### src/rtl/cp0_ctrl.sv
// ============================================================================
// cp0_ctrl -- MIPS-style coprocessor 0 for a five-stage pipeline.
//
// Holds the SR (12), Cause (13) and EPC (14) registers. It raises a single
// exception/interrupt request (Req) combinationally from the M-stage
// instruction and the external interrupt lines. On the next clock edge it
// captures the trap context.
//
// Optional feature:
//   CP0_PRID_EN  -- when defined, address 15 (PRId) reads PRID_VALUE;
//                   otherwise address 15 reads 32'h0.
//
// Parameters:
//   PRID_VALUE   -- constant returned by PRId when it is compiled in.
//
// Ports:
//   clk        in   1   sole clock; every state update happens on posedge
//   reset      in   1   synchronous, active-high; clears SR, Cause and EPC
//   En         in   1   mtc0 write enable (M stage)
//   CP0Addr    in   5   register select for mtc0 and mfc0
//   CP0In      in  32   mtc0 write data
//   CP0Out     out 32   mfc0 read data, combinational from CP0Addr
//   VPC        in  32   PC of the instruction in the M stage
//   BDIn       in   1   M-stage instruction sits in a branch delay slot
//   ExcCodeIn  in   5   M-stage exception code, 0 means no exception
//   HWInt      in   6   external interrupt lines, level-sensitive
//   EXLClr     in   1   eret executing in the M stage
//   EPCOut     out 32   current EPC, used by fetch when eret redirects
//   Req        out  1   trap request: flush the pipeline, jump to 0x4180
// ============================================================================
module cp0_ctrl #(
  parameter logic [31:0] PRID_VALUE = 32'h2023_0707
) (
  input  logic        clk,
  input  logic        reset,
  input  logic        En,
  input  logic [4:0]  CP0Addr,
  input  logic [31:0] CP0In,
  output logic [31:0] CP0Out,
  input  logic [31:0] VPC,
  input  logic        BDIn,
  input  logic [4:0]  ExcCodeIn,
  input  logic [5:0]  HWInt,
  input  logic        EXLClr,
  output logic [31:0] EPCOut,
  output logic        Req
);

  localparam logic [4:0] ADDR_SR    = 5'd12;
  localparam logic [4:0] ADDR_CAUSE = 5'd13;
  localparam logic [4:0] ADDR_EPC   = 5'd14;
  localparam logic [4:0] ADDR_PRID  = 5'd15;

  // --------------------------------------------------------------------------
  // Architectural state. Only the implemented fields are stored. Every other
  // bit of SR and Cause is tied to zero on read.
  // --------------------------------------------------------------------------
  logic [5:0]  r_im;        // SR.IM  [15:10]
  logic        r_exl;       // SR.EXL [1]
  logic        r_ie;        // SR.IE  [0]
  logic        r_bd;        // Cause.BD [31]
  logic [5:0]  r_ip;        // Cause.IP [15:10]
  logic [4:0]  r_exccode;   // Cause.ExcCode [6:2]
  logic [31:0] r_epc;       // EPC

  logic [5:0]  w_im_next;
  logic        w_exl_next;
  logic        w_ie_next;
  logic        w_bd_next;
  logic [5:0]  w_ip_next;
  logic [4:0]  w_exccode_next;
  logic [31:0] w_epc_next;

  logic [5:0]  w_int_pend;  // per-line: interrupt asserted and unmasked
  logic        w_int_req;
  logic        w_exc_req;
  logic        w_sr_wr;
  logic        w_epc_wr;
  logic [31:0] w_sr_word;
  logic [31:0] w_cause_word;
  logic [31:0] w_prid_word;

  // --------------------------------------------------------------------------
  // Request generation. This path is purely combinational, so the M-stage
  // instruction is flushed in the same cycle in which it is seen. While EXL
  // is set, both interrupt and exception requests are blocked, so traps
  // never nest.
  // --------------------------------------------------------------------------
  genvar gi;
  generate
    for (gi = 0; gi < 6; gi = gi + 1) begin : g_int_mask
      assign w_int_pend[gi] = HWInt[gi] & r_im[gi];
    end
  endgenerate

  assign w_int_req = (|w_int_pend) & r_ie & ~r_exl;
  assign w_exc_req = (ExcCodeIn != 5'd0) & ~r_exl;
  assign Req       = w_int_req | w_exc_req;

  // mtc0 decode. An mtc0 issued in the same cycle as a trap is discarded,
  // because that instruction is being flushed.
  assign w_sr_wr  = En & ~Req & (CP0Addr == ADDR_SR);
  assign w_epc_wr = En & ~Req & (CP0Addr == ADDR_EPC);

  // --------------------------------------------------------------------------
  // Next-state logic
  // --------------------------------------------------------------------------
  always_comb begin
    w_im_next      = r_im;
    w_exl_next     = r_exl;
    w_ie_next      = r_ie;
    w_bd_next      = r_bd;
    w_exccode_next = r_exccode;
    w_epc_next     = r_epc;
    // IP tracks the interrupt lines unconditionally, so software always
    // sees the live pending set one cycle late.
    w_ip_next      = HWInt;

    if (Req) begin
      // Trap entry. When an interrupt and an exception occur together, the
      // interrupt wins, and ExcCode records Int (0).
      w_exl_next     = 1'b1;
      w_bd_next      = BDIn;
      w_exccode_next = w_int_req ? 5'd0 : ExcCodeIn;
      // If the instruction is in a delay slot, the return point is the
      // branch before it, so the branch is re-executed.
      w_epc_next     = BDIn ? (VPC - 32'd4) : VPC;
    end else begin
      if (w_sr_wr) begin
        w_im_next  = CP0In[15:10];
        w_exl_next = CP0In[1];
        w_ie_next  = CP0In[0];
      end
      // Apply eret after the SR write, so that an eret leaves EXL cleared
      // even if a concurrent mtc0 SR tries to set EXL.
      if (EXLClr) begin
        w_exl_next = 1'b0;
      end
      if (w_epc_wr) begin
        w_epc_next = CP0In;
      end
    end
  end

  // --------------------------------------------------------------------------
  // State registers. Reset takes priority over every other update.
  // --------------------------------------------------------------------------
  always_ff @(posedge clk) begin
    if (reset) begin
      r_im      <= 6'd0;
      r_exl     <= 1'b0;
      r_ie      <= 1'b0;
      r_bd      <= 1'b0;
      r_ip      <= 6'd0;
      r_exccode <= 5'd0;
      r_epc     <= 32'd0;
    end else begin
      r_im      <= w_im_next;
      r_exl     <= w_exl_next;
      r_ie      <= w_ie_next;
      r_bd      <= w_bd_next;
      r_ip      <= w_ip_next;
      r_exccode <= w_exccode_next;
      r_epc     <= w_epc_next;
    end
  end

  // --------------------------------------------------------------------------
  // Read side
  // --------------------------------------------------------------------------
  assign w_sr_word    = {16'd0, r_im, 8'd0, r_exl, r_ie};
  assign w_cause_word = {r_bd, 15'd0, r_ip, 3'd0, r_exccode, 2'd0};

`ifdef CP0_PRID_EN
  assign w_prid_word = PRID_VALUE;
`else
  assign w_prid_word = 32'd0;
`endif

  always_comb begin
    CP0Out = 32'd0;
    case (CP0Addr)
      ADDR_SR:    CP0Out = w_sr_word;
      ADDR_CAUSE: CP0Out = w_cause_word;
      ADDR_EPC:   CP0Out = r_epc;
      ADDR_PRID:  CP0Out = w_prid_word;
      default:    CP0Out = 32'd0;
    endcase
  end

  assign EPCOut = r_epc;

  // The mtc0 data bits that have no backing field are deliberately dropped.
  // PRID_VALUE is referenced here as well, so it is consumed in both build
  // variants.
  logic w_unused_bits;
  assign w_unused_bits = ^{CP0In[31:16], CP0In[9:2], PRID_VALUE};

endmodule

### config.mk
export PLATFORM = sky130hd
export DESIGN_NAME = cp0_ctrl
export DESIGN_NICKNAME = d
export VERILOG_FILES = /design/src/rtl/cp0_ctrl.sv
export SDC_FILE = /design/constraint.sdc
export NUM_CORES = 1
export LEC_CHECK = 0
export ABC_AREA = 1
export CELL_PAD_IN_SITES_DETAIL_PLACEMENT = 1
export CELL_PAD_IN_SITES_GLOBAL_PLACEMENT = 1
export CORE_ASPECT_RATIO = 0.75
export CORE_UTILIZATION = 26
export DETAILED_ROUTE_END_ITERATION = 10
export PLACE_DENSITY = 0.76
export SLEW_MARGIN = 5
export SYNTH_ARGS = -nofsm -noshare
export SYNTH_HDL_FRONTEND = slang
export SYNTH_SLANG_ARGS = --single-unit
### constraint.sdc
create_clock -name clk -period 1.5 [get_ports clk]
set_input_delay 0.225 -clock clk [delete_from_list [all_inputs] [get_ports clk]]
set_output_delay 0.225 -clock clk [all_outputs]
set_load 0.005 [all_outputs]
==> out/qor.yml <==
clk_latency_ns: 0.30
setup_slack_ns: -0.135
crit_path_end_kind: "output pin"
grt_pass1_vias: 5638
switching_share: 0.337
grt_usage: 0.269
grt_max_degree: 37
h-tree-depth: 2
cp-start-kind: "flop"
cts.path.max_buffers: 2
vias: 5261
synth_area_per_cell_um2: 6.14
rows: 37
reg2reg_to: "r_im[2]"
hold_path_end: "r_ip[1]"
clkTransAtPathRegs_ns: 0.08
post-route-period-util: 1.09
critical-path-max-stage-delay_ns: 0.35
hp-class: "in -> reg"
crit_buf_inv: 2
synth.area.top_cells: "dfxtp_1, nand2_1, nor2_1, inv_1, o21ai_0"
crit_required_ns: 1.27
grt_overflow: 0
dp.final_hpwl_um: 13400
ys_ff_latch: 52
area_growth_pct: 94.6
core_um2: 13800
period_needed_ns: 1.64
diodes: 0
slew_headroom: 0.762
dp_cells: 1008
clockPowerShare: 0.285
firstDrtPassIters: 4
min_path_cells: 3
ios: 150
synth_nets: 689
drive_above_1_share: 0.405
synth_top_area_cell: "dfxtp_1"
ir_drop_uv: 428
fin_util: 0.522
cts_made_buffers: 5
tritoncts: "done"
cp_cell_sequence: "nand2_2 -> and3_4 -> nand2_4 -> nand3_4 -> nand2_8 -> buf_12 -> buf_6"
gr-usage-met1: 0.337
r2r_slack_ns: -0.10
r2r-start: "r_im[2]"
p_seq_frac: 0.365
regArea_um2: 1060
hold_start: "HWInt[1]"
cts_hold_buf: 0
cts-root-buf: "clkbuf_16"
worst_slew_pin_slew_ns: 0.357
critPathSlowestCell: "dfxtp_2"
ant_nets: 0
synth_top_area_share: 0.281
crit_fanout: 4
clock-sinks: 52
critPathKind: "reg -> out"
die_h_um: 105
antenna_found_initial: 0
p_sw_uw: 1470
place_congestion: 0.875
finalNetCount: 966
power_density_nw_per_um2: 604
reg2reg_depth: 10
cp_top_family: "simple AND/OR/NAND/NOR gates"
multi_input_comb_area_um2: 2720
die_area_um2: 14700
drv_cap: 0
outcome: "complete, but fails checks"
setup_viol: 32
fillers: 1743
top_usage_layer: "met2"
instances_no_fill: 1056
violations: "setup timing"
gr-usage-met3: 0.0445
pwr-share-comb: 0.350
port_buffers: 149
synthesis.area_um2: 3700
leakagePower_uw: 0.00330
grt_pass1_wl_um: 30500
start_util: 0.268
die_w_um: 140
wirelength_um: 20800
drt_iter0_drc: 263
internal-power_uw: 2880
synth_cell_types: 38
avgRoutedWirePerCell_um: 19.7
drc_errors: 0
yosys_warnings: 0
rsz0062_at_grt: "yes"
drv_slew: 0
skew_ns: 0.00951
final-hold-violation-count: 0
syn_inst: 603
synth_seq_area_share: 0.281
max_freq_ghz: 0.612
use_met2: 0.468
worstPathArrival_ns: 1.41
vias_per_cell: 4.98
cells by family (layout without fill, tap and decap cells):
logic type,Yosys count,after routing,synth area share
compound gates,99,99,0.162
xor+xnor,13,13,0.0308
fa+ha+maj,1,1,0.00338
buf+inv,114,392,0.135
flops,52,52,0.281
simple gates,324,324,0.387
Yosys cell counts:
library cell / n
and3_4: 2
dfxtp_1: 52
o21bai_1: 3
buf_12: 1
nor2_8: 1
a211oi_2: 7
nor2_1: 111
inv_1: 90
inv_4: 1
or2_2: 1
ha_1: 1
nand3_1: 21
inv_2: 3
buf_6: 6
xor2_1: 11
nor2_2: 6
nor2_4: 4
nand2_2: 3
o221ai_1: 4
buf_2: 7
nor3_2: 1
nand3_2: 2
o22ai_1: 4
nor3_1: 4
nand3b_1: 1
o21ai_0: 33
clkbuf_1: 3
nand4_2: 1
nand4_1: 16
o21ai_4: 1
buf_1: 3
o21ai_1: 11
nand2_1: 147
nand2_4: 2
nand3_4: 1
xnor2_1: 2
o211ai_1: 5
a21oi_1: 31
layout make-up:
cell class	count	area share
Timing Repair Buffer	289	0.368
Multi-Input combinational cell	437	0.378
Tap cell	175	0.0304
Timing Repair inverter	1	0.00122
Inverter	94	0.0542
Clock inverter	3	0.00347
Sequential cell	52	0.147
Clock buffer	5	0.0174
sequential cells by signal (all words and copies together) (netlist names):
signal     flops
EPCOut        32
r_exccode      5
r_im           6
r_ie           1
r_ip           6
r_bd           1
r_exl          1
worst min-delay path, delay by kind of cell:
family	cells	cell delay (ns)
buffers and inverters	2	0.25
AND/OR/NAND/NOR	1	0.07
worst max-delay path by stage:
stage,startpoint,to,cells after the start
final,r_im[2],Req,7
after CTS,r_im[2],Req,7
after global routing,r_im[3],Req,7
after floorplan,r_im[0],r_exccode[1],10
after global placement,CP0Addr[2],CP0Out[12],7
after detailed placement,CP0Addr[2],CP0Out[12],7
metrics by stage:
stage / total power (uW) / hold slack, ns / area, um2 / setup WS (ns) / setup TNS, ns
floorplan: 2050 / 0.332 / 3700 / 0.0885 / 0
global placement: 2790 / 0.456 / 6110 / -0.685 / -42.23
detailed placement: 2820 / 0.462 / 6110 / -0.738 / -45.79
CTS: 4200 / 0.281 / 6940 / -0.0956 / -0.754
global route: 4500 / 0.286 / 7200 / -0.160 / -3.54
finish: 4350 / 0.270 / 7200 / -0.135 / -1.63
layout by cell type, fill, tap and decap left out, drive strengths merged, types with 3 or more instances in the layout:
cell and count:
a211oi 7, o211ai 5, buf 163, dlygate4sd2 28, a21oi 31, nand2 152, nand3 24, clkdlybuf4s50 79
inv 96, o21bai 3, clkbuf 14, o22ai 4, o221ai 4, nor3 5, nor2 122, dlymetal6s2s 3
nand4 17, dfxtp 52, clkdlybuf4s15 6, xor2 11, o21ai 45
layer usage:
metal	wire length, um	up-vias
met2	10100	209
met4	669	0
met3	1070	49
met1	8930	2532
met5	0	-
li1	-	2471
power groups by stage:
stage / sequential [uW] / clock [uW] / combinational [uW]
after floorplan: 1580 / 0 / 472
after global placement: 1590 / 0 / 1200
after detailed placement: 1590 / 0 / 1230
after CTS: 1580 / 1230 / 1400
after global routing: 1600 / 1290 / 1610
final: 1590 / 1240 / 1520
repair_timing:
action                                  in CTS  in global routing
resized for setup                          286                103
endpoints found under the setup margin      79                 78
cloned                                       5                  0
pin swaps                                   47                 26
buffers inserted                            31                  5
Note: power is estimated with default switching activity, not from simulation.
